File: config.mk
export PLATFORM = sky130hd
export DESIGN_NAME = dct_block_sink
export DESIGN_NICKNAME = d
export VERILOG_FILES = /design/src/rtl/dct_block_sink.sv
export SDC_FILE = /design/constraint.sdc
export NUM_CORES = 1
export LEC_CHECK = 0
export BUFFER_PORTS_ARGS = -buffer_cell sky130_fd_sc_hd__buf_4
export CORE_AREA = 3 3 299 301
export DETAILED_ROUTE_END_ITERATION = 6
export DIE_AREA = 0 0 302 304
export PLACE_DENSITY_LB_ADDON = 0.2
export SETUP_SLACK_MARGIN = 0.4
export SLEW_MARGIN = 10
export SYNTH_ARGS = -nofsm -noshare
export SYNTH_HDL_FRONTEND = slang
export SYNTH_SLANG_ARGS = --single-unit
File: constraint.sdc
create_clock -name clk -period 5 [get_ports clk]
set_input_delay 0.5 -clock clk [delete_from_list [all_inputs] [get_ports clk]]
set_output_delay 0.5 -clock clk [all_outputs]
set_load 0.1 [all_outputs]
File: src/rtl/dct_block_sink.sv
// dct_block_sink: captures one 64-sample DCT output burst, then drains it in
// JPEG zigzag order over a valid/ready handshake. Each output word is a
// sign-extended coefficient field cut out of the captured input word.
//
// Ports:
//   clk, reset      - clock, synchronous active-high reset
//   done, din       - burst strobe and sample word from the DCT core
//   out_valid/ready - output handshake
//   out_data        - sign-extended coefficient field
//   out_index       - raster position (row*8+col) of out_data
//   out_last        - marks the 64th drained word
//   overflow        - sticky: a burst began while a block was draining
//   short_err       - sticky: a burst ended before 64 samples
//   state_out       - current FSM state
//
// The edge that writes the 64th sample cannot know whether done will stay
// high, so it always enters HOLD. HOLD drops any surplus samples and starts
// the drain on the first cycle that done is low, so out_valid rises one cycle
// after done falls.
module dct_block_sink #(
  parameter int unsigned BitWidth   = 31,
  parameter int unsigned FieldLsb   = 18,
  parameter int unsigned FieldWidth = 14
) (
  input  logic              clk,
  input  logic              reset,
  input  logic              done,
  input  logic [BitWidth:0] din,
  output logic              out_valid,
  input  logic              out_ready,
  output logic [BitWidth:0] out_data,
  output logic [5:0]        out_index,
  output logic              out_last,
  output logic              overflow,
  output logic              short_err,
  output logic [1:0]        state_out
);

  localparam int unsigned DataW = BitWidth + 1;
  localparam int unsigned Depth = 64;
  localparam int unsigned PtrW  = 6;
  localparam int unsigned CntW  = 7;
  localparam int unsigned ExtW  = DataW - FieldWidth;

  // Zigzag scan: drain step -> raster position.
  localparam logic [PtrW-1:0] ZZ [Depth] = '{
    6'd0,  6'd1,  6'd8,  6'd16, 6'd9,  6'd2,  6'd3,  6'd10,
    6'd17, 6'd24, 6'd32, 6'd25, 6'd18, 6'd11, 6'd4,  6'd5,
    6'd12, 6'd19, 6'd26, 6'd33, 6'd40, 6'd48, 6'd41, 6'd34,
    6'd27, 6'd20, 6'd13, 6'd6,  6'd7,  6'd14, 6'd21, 6'd28,
    6'd35, 6'd42, 6'd49, 6'd56, 6'd57, 6'd50, 6'd43, 6'd36,
    6'd29, 6'd22, 6'd15, 6'd23, 6'd30, 6'd37, 6'd44, 6'd51,
    6'd58, 6'd59, 6'd52, 6'd45, 6'd38, 6'd31, 6'd39, 6'd46,
    6'd53, 6'd60, 6'd61, 6'd54, 6'd47, 6'd55, 6'd62, 6'd63
  };

  typedef enum logic [1:0] {
    ST_IDLE    = 2'd0,
    ST_CAPTURE = 2'd1,
    ST_HOLD    = 2'd2,
    ST_DRAIN   = 2'd3
  } state_e;

  state_e              state_q, state_d;
  logic [CntW-1:0]     wr_cnt_q, wr_cnt_d;
  logic [PtrW-1:0]     rd_ptr_q, rd_ptr_d;
  logic                out_valid_q, out_valid_d;
  logic                out_last_q, out_last_d;
  logic [PtrW-1:0]     out_index_q, out_index_d;
  logic [DataW-1:0]    out_data_q, out_data_d;
  logic                overflow_q, overflow_d;
  logic                short_err_q, short_err_d;
  logic                done_prev_q, done_prev_d;

  logic                buf_we_c;
  logic [PtrW-1:0]     buf_waddr_c;
  logic                load_out_c;
  logic [PtrW-1:0]     rd_addr_c;
  logic [DataW-1:0]    rd_word_c;
  logic [FieldWidth-1:0] field_c;
  logic                rd_word_unused_c;

  logic [DataW-1:0]    buffer_q [Depth];

  // Capture buffer; contents need no reset.
  always_ff @(posedge clk) begin
    if (buf_we_c) begin
      buffer_q[buf_waddr_c] <= din;
    end
  end

  // Control and output registers.
  always_ff @(posedge clk) begin
    if (reset) begin
      state_q     <= ST_IDLE;
      wr_cnt_q    <= '0;
      rd_ptr_q    <= '0;
      out_valid_q <= 1'b0;
      out_last_q  <= 1'b0;
      out_index_q <= '0;
      out_data_q  <= '0;
      overflow_q  <= 1'b0;
      short_err_q <= 1'b0;
      done_prev_q <= 1'b0;
    end else begin
      state_q     <= state_d;
      wr_cnt_q    <= wr_cnt_d;
      rd_ptr_q    <= rd_ptr_d;
      out_valid_q <= out_valid_d;
      out_last_q  <= out_last_d;
      out_index_q <= out_index_d;
      out_data_q  <= out_data_d;
      overflow_q  <= overflow_d;
      short_err_q <= short_err_d;
      done_prev_q <= done_prev_d;
    end
  end

  // Next-state, write control and drain pointer.
  always_comb begin
    state_d     = state_q;
    wr_cnt_d    = wr_cnt_q;
    rd_ptr_d    = rd_ptr_q;
    out_valid_d = out_valid_q;
    out_last_d  = out_last_q;
    overflow_d  = overflow_q;
    short_err_d = short_err_q;
    done_prev_d = done;
    buf_we_c    = 1'b0;
    buf_waddr_c = wr_cnt_q[PtrW-1:0];
    load_out_c  = 1'b0;

    case (state_q)
      ST_IDLE: begin
        // Only a fresh rising done starts a capture; a burst that was
        // already running when the drain finished is not picked up.
        if (done && !done_prev_q) begin
          buf_we_c    = !reset;
          buf_waddr_c = '0;
          wr_cnt_d    = CntW'(1);
          state_d     = ST_CAPTURE;
        end
      end
      ST_CAPTURE: begin
        if (done) begin
          buf_we_c = !reset;
          wr_cnt_d = wr_cnt_q + 1'b1;
          if (wr_cnt_q == CntW'(Depth - 1)) begin
            state_d = ST_HOLD;
          end
        end else begin
          short_err_d = 1'b1;
          wr_cnt_d    = '0;
          state_d     = ST_IDLE;
        end
      end
      ST_HOLD: begin
        if (!done) begin
          state_d     = ST_DRAIN;
          wr_cnt_d    = '0;
          rd_ptr_d    = '0;
          out_valid_d = 1'b1;
          out_last_d  = 1'b0;
          load_out_c  = 1'b1;
        end
      end
      ST_DRAIN: begin
        if (done && !done_prev_q) begin
          overflow_d = 1'b1;
        end
        // out_valid is always high in DRAIN, so out_ready is the handshake.
        if (out_ready) begin
          if (rd_ptr_q == PtrW'(Depth - 1)) begin
            state_d     = ST_IDLE;
            rd_ptr_d    = '0;
            out_valid_d = 1'b0;
            out_last_d  = 1'b0;
          end else begin
            rd_ptr_d   = rd_ptr_q + 1'b1;
            out_last_d = (rd_ptr_q == PtrW'(Depth - 2));
            load_out_c = 1'b1;
          end
        end
      end
      default: begin
        state_d = ST_IDLE;
      end
    endcase
  end

  // Output word load: zigzag lookup and field sign extension.
  always_comb begin
    rd_addr_c   = ZZ[rd_ptr_d];
    rd_word_c   = buffer_q[rd_addr_c];
    field_c     = rd_word_c[FieldLsb +: FieldWidth];
    out_index_d = out_index_q;
    out_data_d  = out_data_q;
    if (load_out_c) begin
      out_index_d = rd_addr_c;
      out_data_d  = {{ExtW{field_c[FieldWidth-1]}}, field_c};
    end
  end

  // Bits outside the coefficient field are stored but never presented.
  assign rd_word_unused_c = ^rd_word_c;

  assign out_valid = out_valid_q;
  assign out_last  = out_last_q;
  assign out_index = out_index_q;
  assign out_data  = out_data_q;
  assign overflow  = overflow_q;
  assign short_err = short_err_q;
  assign state_out = state_q;

endmodule
* Word level (Yosys, flattened, before mapping) *
Memory sizes are Yosys's and may differ from the RTL's. A register that Yosys moved wholly into a read port is not among the register bits.
Cells that the tools add are included.

operators by class
  eq/ne operators = 11
  multiplexer cells = 36
  bitwise gates (word level) = 2
  add/subtract/negate cells = 2
  $lt $le $gt $ge = 1
  reductions and logical operators = 12

operator list
  kind                   number
  $mux W6                7
  $mux W7                3
  $pmux W7 S3            1
  $mux W1                13
  $eq A6 B6 Y1 const B   2
  $mux W2                6
  $pmux W6 S2            1
  $ne A2 B2 Y1 const B   4
  $pmux W1 S2            4
  $pmux W2 S4            1
  $add A7 B1 Y7 const B  1
  $eq A7 B6 Y1 const B   1
  $ge A7 B7 Y1 const B   1
  $not A6 Y7             1
  $add A6 B1 Y6 const B  1
  $reduce_and A3 Y1      2
  $reduce_and A5 Y1      1
  $eq A2 B2 Y1 const B   2
  $reduce_and A2 Y1      2
  $reduce_and A4 Y1      1
  $ne A3 B3 Y1 const B   1
  $reduce_bool A3 Y1     1
  $eq A2 B1 Y1 const B   1
  $logic_not A1 Y1       2
  other kinds (4)        4

storage, ports and cells
  memory bits (writable) = 2048
  memories = 2
  register bits = 26
  input bits = 36
  word-level logic and storage cells = 75
  bits in read-only memories = 384
  output and inout port bits = 44

memories
  memory           depth  width  read ports  clocked after memory_dff  wr ports  line  source
  buffer_q         64     32     1           1                         1         83    logic [DataW-1:0] buffer_q [Depth];
  (no name shown)  64     6      1           0                         0         193   rd_addr_c = ZZ[rd_ptr_d];

* Depth between registers and ports, before layout *
  depth after elaboration = 8
  mapped depth = 22
  mapped depth without buffers = 18

* Worst setup path after synthesis *
No wires, ideal clock.

  kind = reg2reg
  start point = register state_q[0], in the netlist state_out[0]
  end point = register out_data_q[10], in the netlist out_data[10], read port of buffer_q
  arrival = 4736 ps
  period minus slack after synthesis = 4869 ps
  slack = 131 ps
  buffers on the path = 3
  stages on the path, launching flop included = 20
  data required time = 4867 ps
  setup time = 133 ps
  cells stage by stage = dfxtp_1 -> inv_1 -> ha_1 -> and2_1 -> o21ai_0 -> o311ai_2 -> buf_4 -> ha_1 -> inv_1 -> nor3_1 -> mux2_2 -> a221oi_1 -> a211o_1 -> buf_2 -> nand2_1 -> clkbuf_1 -> o22ai_1 -> or4_1 -> o21ai_0 -> a311oi_1

on the way
  word-level cells in the longest chain between the ends = 6
  elaborated cells between the ends (all ways) = 8
  classes of those cells = 2 x eq/ne; 4 x mux; 1 x bitwise; 1 x memory

RTL lines
  what                                         line  source
  start, declared                              64    state_e state_q, state_d;
  start signal, assigned                       106   state_q <= state_d;
  $eq A2 B2 Y1                                 133   case (state_q)
  $pmux W6 S2                                  133
  $not A6 Y7 (implied by the code)             193
  $mem_v2 Z64 W6                               -
  $mux W6 (implied by the code) (2 in series)  193
  end, declared                                70    logic [DataW-1:0] out_data_q, out_data_d;

Several ways; a longest one is shown, not always the timed one. The select of a mux whose other input is x is not followed.
A chain may end at the register's enable or synchronous reset.

* Worst setup path in the final report *
  start point = register rd_ptr_q[0]
  end point = register out_data_q[11], in the netlist out_data[11], read port of buffer_q

on the way
  word-level cells in the longest chain between the ends = 8
  elaborated cells between the ends (all ways) = 13
  classes of those cells = 1 x add/sub; 1 x eq/ne; 9 x mux; 1 x bitwise; 1 x memory

RTL lines
  what                                                  line      source
  start, declared                                       66        logic [PtrW-1:0] rd_ptr_q, rd_ptr_d;
  start signal, assigned                                108       rd_ptr_q <= rd_ptr_d;
  $add A6 B1 Y6 / $eq A6 B6 Y1 (equally long branches)  179, 173
  $mux W6                                               173       if (rd_ptr_q == PtrW'(Depth - 1)) begin
  $mux W6                                               172       if (out_ready) begin
  $pmux W6 S2                                           133
  $not A6 Y7 (implied by the code)                      193
  $mem_v2 Z64 W6                                        -
  $mux W6 (implied by the code) (2 in series)           193

Several ways; a longest one is shown, not always the timed one. The select of a mux whose other input is x is not followed.

==> results.json <==
{
  "status": "complete, no violations",
  "worstSetupEndpointType": "flip-flop",
  "grt_max_degree": 86,
  "yosysTopAreaCellShare": 0.703,
  "p_leak_nw": 16.4,
  "synthTopCellsByCount": "896 x edfxtp_1, 278 x mux2i_1, 139 x nor2_1",
  "multiInputGateArea_um2": 10100,
  "vias": 23200,
  "fp.dieArea_um2": 91800,
  "ys_top_cells_by_area": "edfxtp_1 70%, mux2i_1 7.3%, dfxtp_1 2.1%, o22ai_1 1.9%, a21oi_1 1.8%",
  "first_pass_iters": 5,
  "synth_top_family_by_area": "compound AO/OA/AOI/OAI gates",
  "synth.distinct_cells": 76,
  "viasPerCell": 5.85,
  "post-dp-hpwl_um": 63100,
  "fin_setup_tns_ns": 0,
  "critPathMaxFanout": 14,
  "final_nets": 2782,
  "drv_cap": 0,
  "synth_seq_area_share": 0.724,
  "die_w_um": 302,
  "synth-main-ff-cell": "edfxtp_1",
  "synth_edf_count": 896,
  "yosysWarnings": 0,
  "cts_tree": "yes",
  "fin_crit_ns": 4.47,
  "synthesis.area_um2": 38300,
  "slew-limit-headroom": 0.314,
  "setup_viol": 0,
  "synth-simple-area-share": 0.0610,
  "io_pins": 80,
  "crit_arrival_ns": 4.97,
  "htree_levels": 3,
  "numCtsBuffers": 97,
  "worst_pin_slew_ns": 1.03,
  "start_util": 0.441,
  "startpoint_type": "flip-flop",
  "port_buffers": 61,
  "cp_num_buf_inv": 4,
  "gp_congestion": 0.873,
  "grt.overflow.total": 0,
  "ir_drop_mv": 0.270,
  "fmax_ghz": 0.224,
  "rows": 108,
  "cts_root_buffer": "clkbuf_16",
  "cts.reportedPaths.clkPinSlew_ns": 0.06,
  "antenna_found_initial": 4,
  "drtAntennaViolNets": 0,
  "grtUsageTotal": 0.218,
  "slew_viol_final": 0,
  "wirelength_um": 103000,
  "placed_area_um2": 40900,
  "yosys_register_bits": 936,
  "cp_slowest_cell": "dfxtp_2",
  "final_cells": 3967,
  "place_ws_ns": -0.0814,
  "postLayoutCellArea_um2": 45100,
  "yosysMostFrequentCell": "edfxtp_1",
  "fin_worst_skew_ns": 0.0296,
  "synth_area_leader_cell": "edfxtp_1",
  "synth_nets": 2569,
  "synth_adder_area_share": 0.00588,
  "drtIter0Drc": 2491,
  "avgSynthCellArea_um2": 15.2,
  "fillers": 7067,
  "fin_hold_ws_ns": 0.138,
  "synthMuxAreaShare": 0.0901,
  "die_h_um": 304,
  "synth_compound_area_frac": 0.0931,
  "drive_above_1_share": 0.209,
  "fin_crit_sh": 0.893,
  "crit_chain": "ha_2 -> and4_1 -> mux2_2 -> nor2_1 -> buf_4 -> nand2_1 -> a311o_1 -> a211o_4 -> buf_4 -> or2_2 -> o21a_1 -> buf_4 -> nor3_2 -> a211oi_2 -> buf_4 -> o211ai_1 -> a311oi_1",
  "hold_viol": 0,
  "critPathRequiredTime_ns": 5.50,
  "rsz0062_at_grt": "yes",
  "synth_xor_area_frac": 0.000458,
  "setup_ws_ns": 0.533,
  "min_path_type": "in2reg",
  "cts_num_sinks": 936,
  "syn_inst": 2515,
  "core_area_um2": 86900,
  "drc": 0,
  "total_power_mw": 16.2,
  "cts_hold_buf": 0,
  "grt_pass1_wl_um": 148000,
  "insertion_delay_ns": 0.66,
  "cpMostUsedCell": "buf_4",
  "dpl.cell_count": 3744,
  "crit_family": "compound AO/OA/AOI/OAI gates",
  "first_global_vias": 22400,
  "async_reset_ff_frac": 0,
  "syn2layout_area_growth_pct": 17.7,
  "regArea_um2": 27700,
  "critPathMaxStageDelay_ns": 0.45,
  "cts.path.max_buffers": 3,
  "fin_util": 0.519,
  "post_drt_wl_per_cell_um": 25.9,
  "power_density_nw_per_um2": 359,
  "worstSetupPathType": "reg2reg"
}
## kinds of logic (layout without fill, tap and decap cells)
kind of cell	Yosys count	in the layout
compound gates	565	565
xor+xnor	2	2
fa+ha+maj	18	18
buf+inv	183	478
flops	936	936
mux	323	323
other cells	0	1
simple gates	488	489
## worst min-delay path: cells and delay by family
kind,cells,cell delay (ns)
buf+inv,2,0.17
simple gates,1,0.09
## final timing paths
check                           slack [ns]                   endpoint                       from  cells after the start
worst max-delay path                  0.53  out_data[11]$_SDFFE_PP0P_     rd_ptr_q[0]$_SDFF_PP0_                     17
worst min-delay path                  0.14     done_prev_q$_SDFF_PP0_                       done                      3
worst max register to register        0.53  out_data[11]$_SDFFE_PP0P_     rd_ptr_q[0]$_SDFF_PP0_                     17
worst min register to register        0.47  out_index[0]$_SDFFE_PP0P_  out_index[0]$_SDFFE_PP0P_                      2
## state kept, by name, summed over array words and instances, names as in the netlist, 6 cells and up, named ones only
| register | count |
|---|---|
| buffer_q | 896 |
| out_data | 14 |
| wr_cnt_q | 7 |
| out_index | 6 |
| rd_ptr_q | 6 |
## power breakdown
part	switching (mW)	internal [mW]	total (mW)	leakage, nW
sequential	0.0211	8.61	8.63	8.38
clock	2.99	4.08	7.07	1.54
combinational	0.357	0.106	0.463	6.45
## layout make-up
class / count / share of cell area
clock buffer: 117 / 0.0576
timing repair buffer: 284 / 0.0583
clock inverter: 65 / 0.0125
sequential: 936 / 0.615
antenna: 1 / 0.0000555
tap: 1155 / 0.0321
multi-input combinational: 1397 / 0.223
inverter: 12 / 0.00117
## repair_timing
action	4_1_cts	5_1_grt
cloned	2	6
pin swaps	8	18
buffers inserted	9	23
setup endpoints to repair	14	14
resized for setup	46	89
## cell usage in the layout (no fill, tap or decap), types with 8 or more instances in the layout
master	instances
o31ai_1	10
a21oi_1	133
dfxtp_1	36
a221oi_1	13
clkinv_1	19
clkbuf_16	104
clkinvlp_4	9
nand2_1	101
nor2b_1	12
edfxtp_1	896
clkinv_2	21
a311oi_1	18
o21ai_0	115
o21ai_2	9
inv_1	8
mux2i_1	276
clkbuf_1	13
o21ai_1	16
o22ai_1	111
o221ai_1	13
nor3_1	18
a211oi_1	28
o211ai_1	15
nor2_1	132
nand3_1	130
or4_1	24
mux2_2	30
buf_4	243
mux4_2	14
ha_1	13
and2_1	9
o22a_1	14
buf_12	24
## layer usage
layer / global-route usage / part of all wire / vias to the layer above
met5: 0 / 0 / -
met4: 0.0729 / 0.030 / 0
met3: 0.0469 / 0.078 / 164
met2: 0.336 / 0.46 / 909
met1: 0.310 / 0.43 / 11800
li1: - / - / 10400
(Power assumes the default switching activity.)
